[src/rtl/display_pkg.sv]
// Shared definitions for the seven-segment display path: digit count,
// select encoding and the digit index type used by scanner, mux and decoder.
package display_pkg;

   localparam int unsigned DIGITS  = 8;
   localparam logic [7:0]  SEL_OFF = 8'hFF;

   typedef logic [2:0] digit_idx_t;

   function automatic logic [7:0] onehot_low(input digit_idx_t idx);
      return ~(8'b1 << idx);
   endfunction

endpackage

[src/rtl/next_digit_finder.sv]
// Combinational circular priority search: first set bit of digit_mask at
// idx+1, idx+2, ... mod 8, with idx itself considered last.
module next_digit_finder
   import display_pkg::*;
(
   input  digit_idx_t  idx,
   input  logic [7:0]  digit_mask,
   output digit_idx_t  next_idx,
   output logic        found,
   output logic        wrapped
);

   digit_idx_t cand;

   always_comb begin
      next_idx = idx;
      found    = 1'b0;
      cand     = idx;
      // k == DIGITS truncates to an offset of 0, so idx is the final candidate
      for (int unsigned k = 1; k <= DIGITS; k++) begin
         cand = idx + digit_idx_t'(k);
         if (!found && digit_mask[cand]) begin
            next_idx = cand;
            found    = 1'b1;
         end
      end
      wrapped = found && (next_idx <= idx);
   end

endmodule

[src/rtl/display_scanner.sv]
// Eight-digit multiplexed display scanner with per-digit masking, blanking gap
// and frame tick. Define SCAN_DIMMING_EN to add the brightness PWM input.
module display_scanner
   import display_pkg::*;
#(
   parameter int unsigned DIV   = 50000,
   parameter int unsigned BLANK = 500
)(
   input  logic        clk,
   input  logic        rst_n,
   input  logic        en,
   input  logic [7:0]  digit_mask,
`ifdef SCAN_DIMMING_EN
   input  logic [3:0]  brightness,
`endif
   output logic [7:0]  sel,
   output logic [2:0]  idx,
   output logic        frame_tick
);

   localparam int unsigned CW = $clog2(DIV);

   logic [CW-1:0] cnt_q, cnt_d;
   digit_idx_t    idx_q, idx_d;
   logic [7:0]    sel_q, sel_d;
   logic          frame_tick_q, frame_tick_d;

   digit_idx_t    next_idx;
   logic          found;
   logic          wrapped;
   logic          last_slot;
   logic          blank_done;
   logic          duty_ok;

   next_digit_finder u_finder (
      .idx        (idx_q),
      .digit_mask (digit_mask),
      .next_idx   (next_idx),
      .found      (found),
      .wrapped    (wrapped)
   );

   assign last_slot = (cnt_q == CW'(DIV - 1));

   generate
      if (BLANK == 0) begin : g_no_blank
         always_comb blank_done = 1'b1;
      end else begin : g_blank
         always_comb blank_done = (cnt_q >= CW'(BLANK));
      end
   endgenerate

`ifdef SCAN_DIMMING_EN
   logic [3:0] phase_q, phase_d;

   // Phase runs even while the scan is frozen so PWM stays periodic
   always_comb begin
      phase_d = phase_q + 4'd1;
      duty_ok = (phase_q <= brightness);
   end

   always_ff @(posedge clk or negedge rst_n) begin
      if (!rst_n) phase_q <= '0;
      else        phase_q <= phase_d;
   end
`else
   always_comb duty_ok = 1'b1;
`endif

   always_comb begin
      cnt_d        = cnt_q;
      idx_d        = idx_q;
      frame_tick_d = 1'b0;
      sel_d        = SEL_OFF;
      if (en) begin
         cnt_d = last_slot ? '0 : cnt_q + 1'b1;
         if (last_slot && found) begin
            idx_d        = next_idx;
            frame_tick_d = wrapped;
         end
      end
      if (en && digit_mask[idx_q] && blank_done && duty_ok)
         sel_d = onehot_low(idx_q);
   end

   always_ff @(posedge clk or negedge rst_n) begin
      if (!rst_n) begin
         cnt_q        <= '0;
         idx_q        <= '0;
         sel_q        <= SEL_OFF;
         frame_tick_q <= 1'b0;
      end else begin
         cnt_q        <= cnt_d;
         idx_q        <= idx_d;
         sel_q        <= sel_d;
         frame_tick_q <= frame_tick_d;
      end
   end

   assign sel        = sel_q;
   assign idx        = idx_q;
   assign frame_tick = frame_tick_q;

endmodule
[config.mk]
export PLATFORM = sky130hd
export DESIGN_NAME = display_scanner
export DESIGN_NICKNAME = d
export VERILOG_FILES = /design/src/rtl/display_pkg.sv /design/src/rtl/next_digit_finder.sv /design/src/rtl/display_scanner.sv
export SDC_FILE = /design/constraint.sdc
export NUM_CORES = 1
export LEC_CHECK = 0
export ABC_CLOCK_PERIOD_IN_PS = 4200
export BUFFER_PORTS_ARGS = -buffer_cell sky130_fd_sc_hd__buf_4
export CAP_MARGIN = 20
export CELL_PAD_IN_SITES_DETAIL_PLACEMENT = 0
export CELL_PAD_IN_SITES_GLOBAL_PLACEMENT = 1
export CORE_UTILIZATION = 47
export CTS_CLUSTER_SIZE = 12
export DETAILED_ROUTE_END_ITERATION = 6
export PLACE_DENSITY = 0.81
export REMOVE_ABC_BUFFERS = 1
export SLEW_MARGIN = 5
export SYNTH_ARGS = -nofsm -noshare
export SYNTH_HDL_FRONTEND = slang
export SYNTH_HIERARCHICAL = 1
export SYNTH_SLANG_ARGS = --single-unit
[constraint.sdc]
create_clock -name clk -period 4.2 [get_ports clk]
set_input_delay 0.63 -clock clk [delete_from_list [all_inputs] [get_ports clk]]
set_output_delay 0.63 -clock clk [all_outputs]
set_load 0.01 [all_outputs]
### Word-level counts from Yosys, hierarchy flattened

Cells that the tools add are included.

* eq/ne operators: 1
* bitwise gates (word level): 1
* div/mod/pow operators: 0
* multiply operators: 0
* shift operators: 1
* muxes and demuxes: 36
* reduce and logical (&&, ||, !) cells: 19
* order comparisons: 10
* $add $sub $neg: 8

Operators by type and width (number)
* $lt 3x4->1 const B: 8
* $bmux 1 s3: 8
* $mux 3: 8
* $mux 1: 18
* $add 16x1->16 const B: 1
* $eq 16x16->1 const B: 1
* $ge 16x9->1 const B: 1
* $mux 16: 1
* $add 3x3->3 const B: 4
* $logic_and 1x1->1: 11
* $mux 8: 1
* $not 8->8: 1
* $shl 1x3->8 const A: 1
* $logic_not 1->1: 7
* $add 3x2->3 const B: 2
* $add 3x1->3 const B: 1
* $le 3x3->1: 1
* $reduce_and 2->1: 1

* memories kept: 0
* word-level logic and storage cells: 80
* output and inout port bits: 12
* input port bits: 11
* memory bits (read-only): 0
* latch bits: 0
* RAM bits: 0
* register bits after elaboration: 28

### Depth between registers and ports, before layout

* word-level depth: 29
* gate-level depth with buffers: 18

### Cells and area by module

The synthesis kept the hierarchy.

By module, submodules not included
* display_scanner: times used 1, cells an instance 125, area each 1333.8 sq um
* next_digit_finder: times used 1, cells an instance 99, area each 944.7 sq um

### Worst setup path before layout

OpenSTA, ideal clock, no wires.

* kind: register -> register
* start: reg idx_q[1], in the netlist idx[1]
* end: reg frame_tick_q, in the netlist frame_tick
* clock period less this slack: 3.862 ns
* setup slack: 0.338 ns
* stages on the path, launching flop included: 17
* path buffers: 2
* arrival time: 3.788 ns
* library setup time: 0.074 ns
* path through: dfrtp_1 buf_2 inv_1 ha_1 buf_6 mux2_1 mux4_2 nor4_1 a22oi_2 a22o_1 ha_1 a21o_1 a21oi_1 a31oi_1 a21oi_1 inv_1 nor2_1

* cells in the longest elaborated chain, start to end: 29
* elaborated cells on any way between the ends: 58
* those cells by class: 7 x add/sub; 1 x order compare; 34 x mux; 16 x reduce/logical

RTL lines
* start, declared: line display_scanner.sv:24 `digit_idx_t idx_q, idx_d;`
* start signal, assigned: line display_scanner.sv:94 `idx_q <= idx_d;`
* $add 3x1->3: line next_digit_finder.sv:21 `cand = idx + digit_idx_t'(k);`
* $bmux 1 s3: line next_digit_finder.sv:22 `if (!found && digit_mask[cand]) begin`
* $mux 1 (not written as such): line next_digit_finder.sv:22
* $mux 1: line next_digit_finder.sv:22
* $logic_not 1->1: line next_digit_finder.sv:22
* $logic_and 1x1->1: line next_digit_finder.sv:22
* $mux 1: line next_digit_finder.sv:22
* $logic_not 1->1: line next_digit_finder.sv:22
* (+16 left out)
* $mux 3 (*): line next_digit_finder.sv:22
* net next_idx[1]: line display_scanner.sv:28 `digit_idx_t next_idx;`
* $le 3x3->1 (*): line next_digit_finder.sv:27 `wrapped = found && (next_idx <= idx);`
* $logic_and 1x1->1 (*): line next_digit_finder.sv:27
* net wrapped: line display_scanner.sv:30 `logic wrapped;`
* $mux 1 (*): line display_scanner.sv:77 `if (last_slot && found) begin`
* $mux 1 (*): line display_scanner.sv:75 `if (en) begin`
* net frame_tick_d: line display_scanner.sv:26 `logic frame_tick_q, frame_tick_d;`
* end signal, assigned: line display_scanner.sv:96 `frame_tick_q <= frame_tick_d;`
* end, declared: line display_scanner.sv:26

The timed path passes the listed nets; every way through them passes the cells marked *. The select of a mux whose other input is x is not followed.
A chain may end at the register's enable or synchronous reset.

### Worst setup path after layout

Same ends and word-level chain as after synthesis.

==> flow_summary.toml <==
[layout]
drive_gt1_share_pct = 26.83
fin_util_pct = 55.89
area_growth_pct = 10.49
final_nets = 265
antennaDiodeCount = 0
num-fill-cells = 413
stdcell_count = 298

[pwr]
powerDensity_nw_per_um2 = 251.3
leakage_nw = 0.9890
peakVddDrop_v = 0.0001299

[logic_synthesis]
syn_avg_cell_area_um2 = 10.17
synth-xor-area-share_pct = 8.018
synth.distinct_cells = 59
synth_top_area_share_pct = 21.97
synth_adder_area_share_pct = 3.844
synth_edf_count = 0
synth_top_cells_by_area = "dfrtp_1, mux4_2, dfstp_2, xnor2_1, ha_1"
synth_top_family_by_area = "multiplexers"
synth_top_area_cell = "dfrtp_1"
ys_async_sr_fraction_pct = 100.0
ys_warn_count = 6
yosys.area_share.simple_pct = 20.21
synthCells = 224
synth_seq_cells = 28
synth_flop_cell = "dfrtp_1"
synth_compound_area_share_pct = 10.05
muxShareOfSynthArea_pct = 22.30
syn-cell-area_um2 = 2278
yosysSeqAreaShare_pct = 31.19

[critical_path]
cp.arrival_ns = 3.85
max_stage_delay_ns = 0.55
crit_fanout = 13
cp_data_required_time_ns = 4.42
worstPathCellList = "inv_1, ha_1, mux2_1, mux4_2, nor4_1, a22oi_2, a22o_1, ha_1, a21o_1, a21oi_1, a31oi_1, a21oi_1, inv_1, nor2_1"
end_kind = "flip-flop"
cpMaxStageDelayCell = "ha_1"
critPathKind = "flip-flop to flip-flop"
worst_setup_path_start_kind = "flip-flop"
cpLargestDelayFamily = "multiplexers"
crit_buf_inv = 2

[global_route]
antenna_found_initial = 0
grt_max_degree = 29
grt_pass1_wl_um = 8404
grt_usage_pct = 20.78
grt-ovfl-total = 0
grt_pass1_vias = 1748

[clock_network]
worstSkewPairLatency_ns = 0.28
cts_root_buf = "clkbuf_8"
htreeDepth = 1
cts-buffers-inserted = 3
clkSinkCount = 28
ctsHoldBuffers = 0
cts_tree = "done"
cts_resized = 0
cts.clk_slew.worst_paths_ns = 0.10
cts_buffer_depth = 2
cts_setup_buffers = 0

[floorplanning]
initial_core_util_pct = 50.58
num_rows = 24
core_um2 = 4504
die_x_um = 71.63
ioPinCount = 23
die_area_um2 = 5130
dieHeight_um = 71.63

[routing]
dr_total_vias = 1823
drt_wl_total_um = 4974
viasPerCell = 6.117
drtPass1Iterations = 4
ant_nets = 0
drt_iter0_markers = 88
wl_per_cell_um = 16.69
drc = 0

[placed_design]
hpwl_um = 3577
place_inst = 294
gp_routability_congestion = 0.9028
port_buffers = 22

[worst_hold_path]
hold_class = "input pin to async pin"

[timing]
fmaxAchievable_mhz = 275.6
finalSetupTns_ns = 0
period_needed_ns = 3.629
rsz0062_at_grt = "no"
hold_viol = 0
maxSlewHeadroom_pct = 56.80
finClkSkew_ns = 0.01107
fin_crit_sh_pct = 86.40
finalSetupViolCount = 0
final-max-slew-violation-count = 0
tightest_slew_ns = 0.6480

[outcome]
status = "finished, final reports clean"

[job]
maxCapViolCount = 0
## registers in the layout, summed over array words and instances (netlist names)
signal      flops
idx             3
cnt_q          16
frame_tick      1
sel             8
## through the flow
step           instance area (um^2)  hold slack, ns  power, mW  worst slack [ns]
3_5_place_dp                   2472          0.5102     0.4829            0.6360
3_3_place_gp                   2472          0.5118     0.4799            0.6037
6_report                       2517          0.2443     0.6326            0.5712
5_1_grt                        2517          0.2666     0.6681            0.3308
4_1_cts                        2517          0.2630     0.6358            0.6006
2_1_floorplan                  2227          0.3344     0.4350            0.1814
## Yosys cell counts (all sizes together), types with 3 or more instances
master,count
mux2,11
dfrtp,20
o21ai,6
nor2,23
mux2i,6
nand2b,3
xnor2,15
nand4,7
a31oi,3
mux4,13
nand2,23
xor2,5
nor3,5
inv,12
nor4,9
dfstp,8
ha,7
nand3,9
a21oi,5
buf,6
## kinds of logic after synthesis
family          count (synthesis)
fa+ha+maj                       7
xor+xnor                       20
compound gates                 32
simple gates                   88
mux                            30
buf+inv                        19
flops                          28
## worst register-to-register path, delay by kind of cell (launching register included)
family	cells	cell delay, ns
and+or+nand+nor	2	0.54
buffers and inverters	2	0.15
DFF	1	0.36
AOI/OAI and AO/OA	6	0.77
muxes	2	0.92
adders and majority gates	2	0.85
## cells in the final DEF, fill, tap and decap left out, types with 2 or more instances in the layout
| cell | Yosys | final |
|---|---|---|
| nand3_1 | 9 | 9 |
| o21ai_1 | 2 | 2 |
| buf_4 | 1 | 24 |
| a31oi_1 | 3 | 3 |
| nand4_1 | 7 | 7 |
| nor2_1 | 22 | 22 |
| clkbuf_8 | 0 | 3 |
| a2111oi_0 | 2 | 2 |
| nand2b_1 | 3 | 3 |
| mux2_2 | 6 | 6 |
| inv_1 | 11 | 11 |
| ha_1 | 7 | 7 |
| o21ai_0 | 3 | 3 |
| nand2_1 | 22 | 22 |
| nor3_1 | 5 | 5 |
| mux4_2 | 11 | 11 |
| xnor2_1 | 14 | 14 |
| mux2_1 | 3 | 3 |
| xor2_1 | 5 | 5 |
| mux2_4 | 2 | 2 |
| mux2i_1 | 4 | 4 |
| o22ai_1 | 2 | 2 |
| nor4_1 | 8 | 8 |
| and2_1 | 2 | 2 |
| dfrtp_1 | 20 | 20 |
| dfstp_2 | 8 | 8 |
| a21oi_1 | 5 | 5 |
| mux4_1 | 2 | 2 |
## where the power goes
group	switching, mW	leakage (nW)	internal, mW	total, mW
Sequential	0.0442	0.346	0.299	0.343
Combinational	0.0739	0.620	0.0633	0.137
Clock	0.0844	0.0228	0.0682	0.153
Total	0.203	0.989	0.430	0.633
## per-layer routing
layer	global-route usage, %	wire length (um)	up-vias
met4	6.536	99	0
met2	37.74	2517	59
met3	0.8439	169	11
met1	26.77	2188	873
li1	-	-	880
met5	0	0	-
## path summary, 6_finish.rpt
kind | cells after the start | slack (ns) | start | end
worst max-delay path | 14 | 0.57 | idx[1] | frame_tick
worst min-delay path | 1 | 0.24 | rst_n | cnt_q[8]
worst max register to register | 14 | 0.57 | idx[1] | frame_tick
worst min register to register | 1 | 0.54 | cnt_q[7] | cnt_q[7]
max in group asynchronous | 1 | 3.64 | rst_n | sel[0]
min in group clk | 1 | 0.54 | cnt_q[7] | cnt_q[7]
## area by class of cell
type | count | area (um^2) | area share (%)
timing repair buffer | 24 | 180.2 | 7.157
tap | 52 | 65.06 | 2.584
sequential | 28 | 710.7 | 28.23
multi-input combinational | 177 | 1468 | 58.30
clock buffer | 4 | 45.04 | 1.789
inverter | 13 | 48.80 | 1.938
Note: power is estimated with default switching activity, not from simulation.
